### src/rtl/vga_pattern_gen.sv
// vga_pattern_gen
// Parametrised VGA timing and test-pattern generator. Counts pixels and lines
// for the mode set by the parameters, produces registered syncs, blanking and
// a frame-start pulse, and paints one of four test patterns. A debounced
// push-button steps the pattern; the change takes effect at a frame boundary.
//
// Ports:
//   clk          pixel clock
//   reset        asynchronous reset, active-low
//   boton        raw push-button, active-high, asynchronous to clk
//   R, G, B      pixel colour, COLOR_W bits each, zero outside the visible area
//   hsync/vsync  sync pulses, level SYNC_POL during the pulse
//   sync_b       composite sync, low while either pulse is active
//   blank_b      high only in the visible area
//   frame_start  one-cycle pulse with the first visible pixel of a frame
//   pattern      pattern currently displayed
module vga_pattern_gen #(
    parameter int H_ACTIVE        = 640,
    parameter int H_FP            = 16,
    parameter int H_SYNC          = 96,
    parameter int H_BP            = 48,
    parameter int V_ACTIVE        = 480,
    parameter int V_FP            = 10,
    parameter int V_SYNC          = 2,
    parameter int V_BP            = 33,
    parameter int SYNC_POL        = 0,
    parameter int COLOR_W         = 8,
    parameter int CHK_LOG2        = 5,
    parameter int DEBOUNCE_CYCLES = 1_000_000
) (
    input  logic               clk,
    input  logic               reset,
    input  logic               boton,
    output logic [COLOR_W-1:0] R,
    output logic [COLOR_W-1:0] G,
    output logic [COLOR_W-1:0] B,
    output logic               hsync,
    output logic               vsync,
    output logic               sync_b,
    output logic               blank_b,
    output logic               frame_start,
    output logic [1:0]         pattern
);

    localparam int H_TOTAL = H_ACTIVE + H_FP + H_SYNC + H_BP;
    localparam int V_TOTAL = V_ACTIVE + V_FP + V_SYNC + V_BP;
    localparam int HW      = $clog2(H_TOTAL);
    localparam int VW      = $clog2(V_TOTAL);
    localparam int BAR_LEN = H_ACTIVE / 8;
    localparam int BW      = (BAR_LEN > 1) ? $clog2(BAR_LEN) : 1;
    localparam int DBW     = $clog2(DEBOUNCE_CYCLES);

    localparam logic [HW-1:0]  H_LAST   = HW'(H_TOTAL - 1);
    localparam logic [HW-1:0]  H_VIS    = HW'(H_ACTIVE);
    localparam logic [HW-1:0]  HS_BEG   = HW'(H_ACTIVE + H_FP);
    localparam logic [HW-1:0]  HS_END   = HW'(H_ACTIVE + H_FP + H_SYNC);
    localparam logic [VW-1:0]  V_LAST   = VW'(V_TOTAL - 1);
    localparam logic [VW-1:0]  V_VIS    = VW'(V_ACTIVE);
    localparam logic [VW-1:0]  VS_BEG   = VW'(V_ACTIVE + V_FP);
    localparam logic [VW-1:0]  VS_END   = VW'(V_ACTIVE + V_FP + V_SYNC);
    localparam logic [BW-1:0]  BAR_LAST = BW'(BAR_LEN - 1);
    localparam logic [DBW-1:0] DB_LAST  = DBW'(DEBOUNCE_CYCLES - 1);
    localparam logic           SYNC_ON  = 1'(SYNC_POL);
    localparam logic           SYNC_OFF = ~SYNC_ON;

    typedef enum logic [1:0] {
        PAT_BARS     = 2'd0,
        PAT_CHECKER  = 2'd1,
        PAT_GRADIENT = 2'd2,
        PAT_WHITE    = 2'd3
    } pattern_e;

    logic [HW-1:0]  h_cnt;
    logic [VW-1:0]  v_cnt;
    logic [BW-1:0]  bar_sub;
    logic [2:0]     bar;
    logic           btn_meta, btn_sync, db_level;
    logic [DBW-1:0] db_cnt;
    logic           pending;
    pattern_e       sel;

    logic h_wrap, frame_end, db_accept, db_rise;
    assign h_wrap    = (h_cnt == H_LAST);
    assign frame_end = h_wrap && (v_cnt == V_LAST);
    // The debounced level flips on the Nth consecutive cycle at the new level.
    assign db_accept = (btn_sync != db_level) && (db_cnt == DB_LAST);
    assign db_rise   = db_accept && btn_sync;

    // NOTE: sequential state uses non-blocking assignments so every register
    // samples the pre-edge values, independent of statement order.
    always_ff @(posedge clk or negedge reset) begin
        if (!reset) begin
            h_cnt <= '0;
            v_cnt <= '0;
        end else if (h_wrap) begin
            h_cnt <= '0;
            v_cnt <= (v_cnt == V_LAST) ? '0 : v_cnt + 1'b1;
        end else begin
            h_cnt <= h_cnt + 1'b1;
        end
    end

    // bar tracks h_cnt / BAR_LEN across the visible part of the line.
    always_ff @(posedge clk or negedge reset) begin
        if (!reset) begin
            bar_sub <= '0;
            bar     <= '0;
        end else if (h_wrap) begin
            bar_sub <= '0;
            bar     <= '0;
        end else if (h_cnt < H_VIS) begin
            if (bar_sub == BAR_LAST) begin
                bar_sub <= '0;
                bar     <= bar + 1'b1;
            end else begin
                bar_sub <= bar_sub + 1'b1;
            end
        end
    end

    // Button synchroniser and debouncer; the counter restarts whenever the
    // synchronised level falls back to the accepted one.
    always_ff @(posedge clk or negedge reset) begin
        if (!reset) begin
            btn_meta <= 1'b0;
            btn_sync <= 1'b0;
            db_level <= 1'b0;
            db_cnt   <= '0;
        end else begin
            btn_meta <= boton;
            btn_sync <= btn_meta;
            if (btn_sync == db_level) begin
                db_cnt <= '0;
            end else if (db_accept) begin
                db_level <= btn_sync;
                db_cnt   <= '0;
            end else begin
                db_cnt <= db_cnt + 1'b1;
            end
        end
    end

    // Presses collapse into one pending request per frame. An edge landing on
    // the update cycle itself re-arms pending for the following frame.
    always_ff @(posedge clk or negedge reset) begin
        if (!reset) begin
            sel     <= PAT_BARS;
            pending <= 1'b0;
        end else if (frame_end && pending) begin
            sel     <= pattern_e'(sel + 2'd1);
            pending <= db_rise;
        end else if (db_rise) begin
            pending <= 1'b1;
        end
    end

    logic               visible, hs_act, vs_act;
    logic [COLOR_W-1:0] r_n, g_n, b_n;

    // NOTE: every always_comb output gets a default first, so no path can
    // leave it unassigned and infer a latch.
    always_comb begin
        visible = (h_cnt < H_VIS) && (v_cnt < V_VIS);
        hs_act  = (h_cnt >= HS_BEG) && (h_cnt < HS_END);
        vs_act  = (v_cnt >= VS_BEG) && (v_cnt < VS_END);
        r_n     = '0;
        g_n     = '0;
        b_n     = '0;
        case (sel)
            PAT_BARS: begin
                r_n = {COLOR_W{bar[2]}};
                g_n = {COLOR_W{bar[1]}};
                b_n = {COLOR_W{bar[0]}};
            end
            PAT_CHECKER: begin
                r_n = {COLOR_W{h_cnt[CHK_LOG2] ^ v_cnt[CHK_LOG2]}};
                g_n = r_n;
                b_n = r_n;
            end
            PAT_GRADIENT: begin
                r_n = COLOR_W'(h_cnt);
                g_n = r_n;
                b_n = r_n;
            end
            PAT_WHITE: begin
                r_n = '1;
                g_n = '1;
                b_n = '1;
            end
            default: ;
        endcase
        if (!visible) begin
            r_n = '0;
            g_n = '0;
            b_n = '0;
        end
    end

    // One register stage for every output keeps colour and timing aligned.
    always_ff @(posedge clk or negedge reset) begin
        if (!reset) begin
            R           <= '0;
            G           <= '0;
            B           <= '0;
            hsync       <= SYNC_OFF;
            vsync       <= SYNC_OFF;
            sync_b      <= 1'b1;
            blank_b     <= 1'b0;
            frame_start <= 1'b0;
            pattern     <= 2'd0;
        end else begin
            R           <= r_n;
            G           <= g_n;
            B           <= b_n;
            hsync       <= hs_act ? SYNC_ON : SYNC_OFF;
            vsync       <= vs_act ? SYNC_ON : SYNC_OFF;
            sync_b      <= ~(hs_act | vs_act);
            blank_b     <= visible;
            frame_start <= (h_cnt == '0) && (v_cnt == '0);
            pattern     <= sel;
        end
    end

endmodule

### config.mk
export PLATFORM = sky130hd
export DESIGN_NAME = vga_pattern_gen
export DESIGN_NICKNAME = d
export VERILOG_FILES = /design/src/rtl/vga_pattern_gen.sv
export SDC_FILE = /design/constraint.sdc
export NUM_CORES = 1
export LEC_CHECK = 0
export BUFFER_PORTS_ARGS = -buffer_cell sky130_fd_sc_hd__buf_2
export CAP_MARGIN = 0
export CELL_PAD_IN_SITES_DETAIL_PLACEMENT = 1
export CELL_PAD_IN_SITES_GLOBAL_PLACEMENT = 2
export CORE_ASPECT_RATIO = 0.9
export CORE_MARGIN = 2
export CORE_UTILIZATION = 42
export DETAILED_ROUTE_END_ITERATION = 6
export PLACE_DENSITY_LB_ADDON = 0.1
export SETUP_SLACK_MARGIN = 0.5
export SYNTH_ARGS = -nofsm -noshare
export SYNTH_HDL_FRONTEND = slang
export SYNTH_SLANG_ARGS = --single-unit
### constraint.sdc
create_clock -name clk -period 3.4 [get_ports clk]
set_input_delay 0.17 -clock clk [delete_from_list [all_inputs] [get_ports clk]]
set_output_delay 0.17 -clock clk [all_outputs]
set_load 0.03 [all_outputs]
After elaboration in Yosys (flattened, before gate mapping) --
Cells that the tools add are included.
Storage, ports and cells: bits in registers 87, input port bits 3, output and inout bits 31, logic and storage cells 80
Operators by class: add/sub/neg operators 6, $lt $le $gt $ge 6, equality and inequality tests 9, muxes and demuxes 20, bitwise gates (word level) 4, reduce and logical (&&, ||, !) cells 16
Operator list (number):
- case mux 8 bit (4 select lines) | 3
- 2-to-1 mux 20 bit | 2
- 2-to-1 mux 8 bit | 3
- 2-to-1 mux 7 bit | 3
- adder 10 x 1 -> 10 bit (second input constant) | 2
- adder 20 x 1 -> 20 bit (second input constant) | 1
- equality test 10 bit (second input constant) | 2
- equality test 20 bit (second input constant) | 1
- logical NOT 10 bit | 2
- less-than comparator 10 bit (second input constant) | 2
- less-than comparator 10 x 9 -> 1 bit (second input constant) | 2
- 2-to-1 mux 10 bit | 2
- greater-or-equal comparator 10 bit (second input constant) | 1
- greater-or-equal comparator 10 x 9 -> 1 bit (second input constant) | 1
- 2-to-1 mux 3 bit | 3
- logical AND 1 bit | 8
- adder 7 x 1 -> 7 bit (second input constant) | 1
- equality test 7 bit (second input constant) | 1
- nonzero test 2 bit | 3
- equality test 2 bit (second input constant) | 2
- 2-to-1 mux 1 bit | 4
- AND reduction 2 bit | 2
- adder 3 x 1 -> 3 bit (second input constant) | 1
- adder 2 x 1 -> 2 bit (second input constant) | 1
- other kinds (7) | 8

Depth between registers and ports, before layout --
word-level depth 5, gate-level depth with buffers 6, gate-level depth less buffers 6

Worst setup path before layout --
No wires, ideal clock.
path kind register to register, from register v_cnt[1], to register sel[1], library setup time 125 ps, arrival 1766 ps, data required time 3275 ps, setup slack 1509 ps, cell stages (with the launch flop) 7, buffers on the path 0, clock period less this slack 1891 ps, cell sequence dfrtp_1 > inv_1 > ha_1 > nor4b_2 > nand3_1 > or3_4 > mux2_4
On the way: word-level cells in the longest chain between the ends 3
RTL lines:
- start: declaration | line 74 | logic [VW-1:0] v_cnt;
- start signal: assignment | line 97 | v_cnt <= (v_cnt == V_LAST) ? '0 : v_cnt + 1'b1;
- equality test 10 bit | line 84 | assign frame_end = h_wrap && (v_cnt == V_LAST);
- logical AND 1 bit | line 84
- logical AND 1 bit | line 149 | end else if (frame_end && pending) begin
- end signal: assignment | line 150 | sel <= pattern_e'(sel + 2'd1);
- end: declaration | line 80 | pattern_e sel;
No other way between the ends. A chain may end at the register's enable or synchronous reset.

Final worst setup path --
Ends and elaborated chain as after synthesis.

==> results.py <==
metrics = {
    "outcome": {
        "outcome": "finished with violations",
        "violations": "hold timing",
    },
    "synth": {
        "syn_nets": 391,
        "syn_avg_cell_area_um2": 10.5,
        "ys_top_cells_by_count": "84 x dfrtp_1, 38 x a21oi_1, 33 x nor2_1, 25 x nand2_1, 20 x nand3_1",
        "synth_cell_types": 47,
        "synthCells": 377,
        "syn_area_um2": 3970,
        "ys_top_cells_by_area": "dfrtp_1 53%, a21oi_1 4.8%, xnor2_1 4.0%, ha_1 3.5%, nor2_1 3.1%",
        "synthFlopType": "dfrtp_1",
        "yosys.cell_count.top_type": "dfrtp_1",
        "async_flop_share_pct": 100,
        "synth_top_area_cell": "dfrtp_1",
        "synth_top_area_share_pct": 52.9,
        "synth_edf_count": 0,
        "ys_seq_area_share_pct": 54.9,
        "ys_ff_latch": 87,
        "ys_warn_count": 0,
    },
    "clocking": {
        "path_clk_slew_ps": 100,
        "h-tree-depth": 3,
        "cts_root_buffer": "clkbuf_8",
        "clk_latency_ps": 360,
        "cts_buffers": 9,
        "cts_num_sinks": 87,
        "cts_buffer_depth": 2,
        "cts_setup_buffers": 0,
        "cts_tree": "yes",
    },
    "timing": {
        "timing.final.crit_share_pct": 62.1,
        "finClkSkew_ps": 13.5,
        "relSlewSlack_pct": 27.9,
        "fin_hold_ws_ps": -39.6,
        "worst_pin_slew_ps": 1080,
        "finalMaxSlewViolations": 0,
        "finalSetupViolCount": 0,
        "finalSetupTns_ps": 0,
        "timing.final.crit_period_ps": 2110,
        "max_freq_ghz": 0.473,
        "rsz0062_at_grt": "no",
        "hold_viol": 10,
    },
    "global_routing": {
        "overflow": 0,
        "antenna_found_initial": 0,
        "grt_use_total_pct": 18.8,
        "grt_pass1_vias": 2870,
        "grt_max_degree": 88,
        "grt_pass1_wl_um": 14900,
    },
    "run": {
        "cap_violations": 0,
    },
    "power_and_ir_drop": {
        "power_density_nw_per_um2": 404,
        "ir_drop_v": 0.000189,
        "power.leakage_nw": 2.03,
    },
    "critical_path": {
        "endpoint_kind": "flop",
        "required_ps": 3650,
        "cp-start-kind": "flop",
        "crit_type": "flop to flop",
        "cp.arrival_ps": 2360,
        "cp_max_fo": 6,
    },
    "floorplanning": {
        "die_area_um2": 10200,
        "start_util_pct": 43.3,
        "placementRows": 33,
        "num_io_pins": 34,
        "coreArea_um2": 9170,
        "die_w_um": 106,
        "die_h_um": 96.2,
    },
    "drt": {
        "routed_wl_um": 8620,
        "vias_per_cell": 5.42,
        "wire_per_inst_um": 16.1,
        "drt_first_iter_violations": 111,
        "post-route-drc-count": 0,
        "firstDrtPassIters": 4,
        "vias": 2892,
        "ant_nets": 0,
    },
    "cells_and_area": {
        "final_cells": 534,
        "syn_to_final_growth_pct": 11.6,
        "drive_above_1_share_pct": 16.5,
        "n_antenna_cell": 0,
        "nNetsFinal": 421,
    },
    "placement": {
        "gp_congestion": 0.731,
        "dp.cells": 517,
        "dpl.hpwl_um": 5980,
        "port_buffers": 33,
    },
    "worst_hold_path": {
        "min_path_type": "primary input to asynchronous set/reset pin",
    },
}
[path summary, 6_finish.rpt]
path	startpoint	endpoint	slack, ps	cells past startpoint
setup / recovery	v_cnt[1]	sel[1]	1290	6
hold / removal	reset	db_cnt[18]	-40	1
setup reg to reg	v_cnt[1]	sel[1]	1290	6
hold reg to reg	btn_meta	btn_sync	360	0
max in group asynchronous	reset	db_cnt[2]	2700	1
min in group clk	btn_meta	btn_sync	360	0
[cell type report]
cell class              instances  area [um2]
fillers                      1040        4740
well taps                     122         153
flip-flops and latches         87        2180
multi-input cells             260        1660
inverters                      13        48.8
clock buffers                   9         124
clock inverters                 7        73.8
repair buffers                 36         193
[cells in the final DEF, fill, tap and decap left out, types with 2 or more instances in the layout]
| cell type | count |
|---|---|
| or4_1 | 3 |
| nand3_1 | 20 |
| inv_1 | 13 |
| o2bb2ai_1 | 2 |
| a21oi_1 | 38 |
| nand4b_1 | 3 |
| o31ai_1 | 4 |
| buf_4 | 3 |
| dfrtp_1 | 84 |
| dfstp_2 | 3 |
| and2_1 | 2 |
| inv_8 | 3 |
| buf_2 | 32 |
| nor4b_1 | 3 |
| and3_1 | 9 |
| nor2_1 | 33 |
| nor2b_1 | 3 |
| nand4_1 | 11 |
| nor3_1 | 9 |
| clkbuf_8 | 9 |
| and2_2 | 2 |
| nor4_1 | 7 |
| o21ai_1 | 3 |
| xnor2_1 | 18 |
| xor2_1 | 12 |
| clkinvlp_4 | 2 |
| or3_1 | 4 |
| a31oi_1 | 2 |
| nand2_1 | 25 |
| o21ai_0 | 15 |
| ha_1 | 11 |
| and4_1 | 3 |
[where the power goes]
group	switching [mW]	internal [mW]	total [mW]	leakage [nW]
sequential	0.00460	1.04	1.04	1.16
clock	0.424	0.288	0.712	0.0942
combinational	0.0272	0.00639	0.0336	0.774
[registers in the layout, indices dropped and copies added, names as in the netlist, 2 cells and up]
| signal | count |
|---|---|
| R | 8 |
| B | 8 |
| v_cnt | 10 |
| G | 8 |
| bar | 3 |
| bar_sub | 7 |
| sel | 2 |
| db_cnt | 20 |
| h_cnt | 10 |
| pattern | 2 |
[metrics by stage]
stage / power, mW / util (%) / setup WS (ps) / cell area [um2]
floorplan: 1.07 / - / 1510 / 3970
global placement: 1.10 / 46.1 / 1310 / 4220
detailed placement: 1.10 / 46.1 / 1300 / 4220
CTS: 1.82 / 48.3 / 1270 / 4430
global route: 1.87 / 48.3 / 1110 / 4430
finish: 1.79 / 48.3 / 1290 / 4430
[kinds of logic (layout without fill, tap and decap cells)]
family,after synthesis,in the layout,synth area share (%)
AOI/OAI and AO/OA,70,70,9.74
xor gates and xnor gates,30,30,6.62
adders and majority gates,11,11,3.47
buffers and inverters,30,65,3.59
DFF,87,87,54.9
muxes,3,3,0.914
and+or+nand+nor,146,146,20.7
[routing by layer]
layer  vias to the layer above  GRT usage [%]  share of wire (%)
met5                         -              0                  0
met4                         0           5.19                1.3
met3                        12           3.93                3.7
met2                        56           28.4                 43
met1                      1436           27.4                 52
li1                       1388              -                  -
[worst max-delay path: stages, from the launching register on]
cell	delay, ps
dfrtp_1	420
inv_1	120
ha_1	150
nor4b_2	320
nand3_1	280
or3_4	410
mux2_4	300
[repair_timing]
item | 4_1_cts | 5_1_grt
endpoints found under the hold margin | 1 | 0
resized for setup | 0 | 0
hold buffers | 1 | 0
Power figures use the tool's default switching activity.
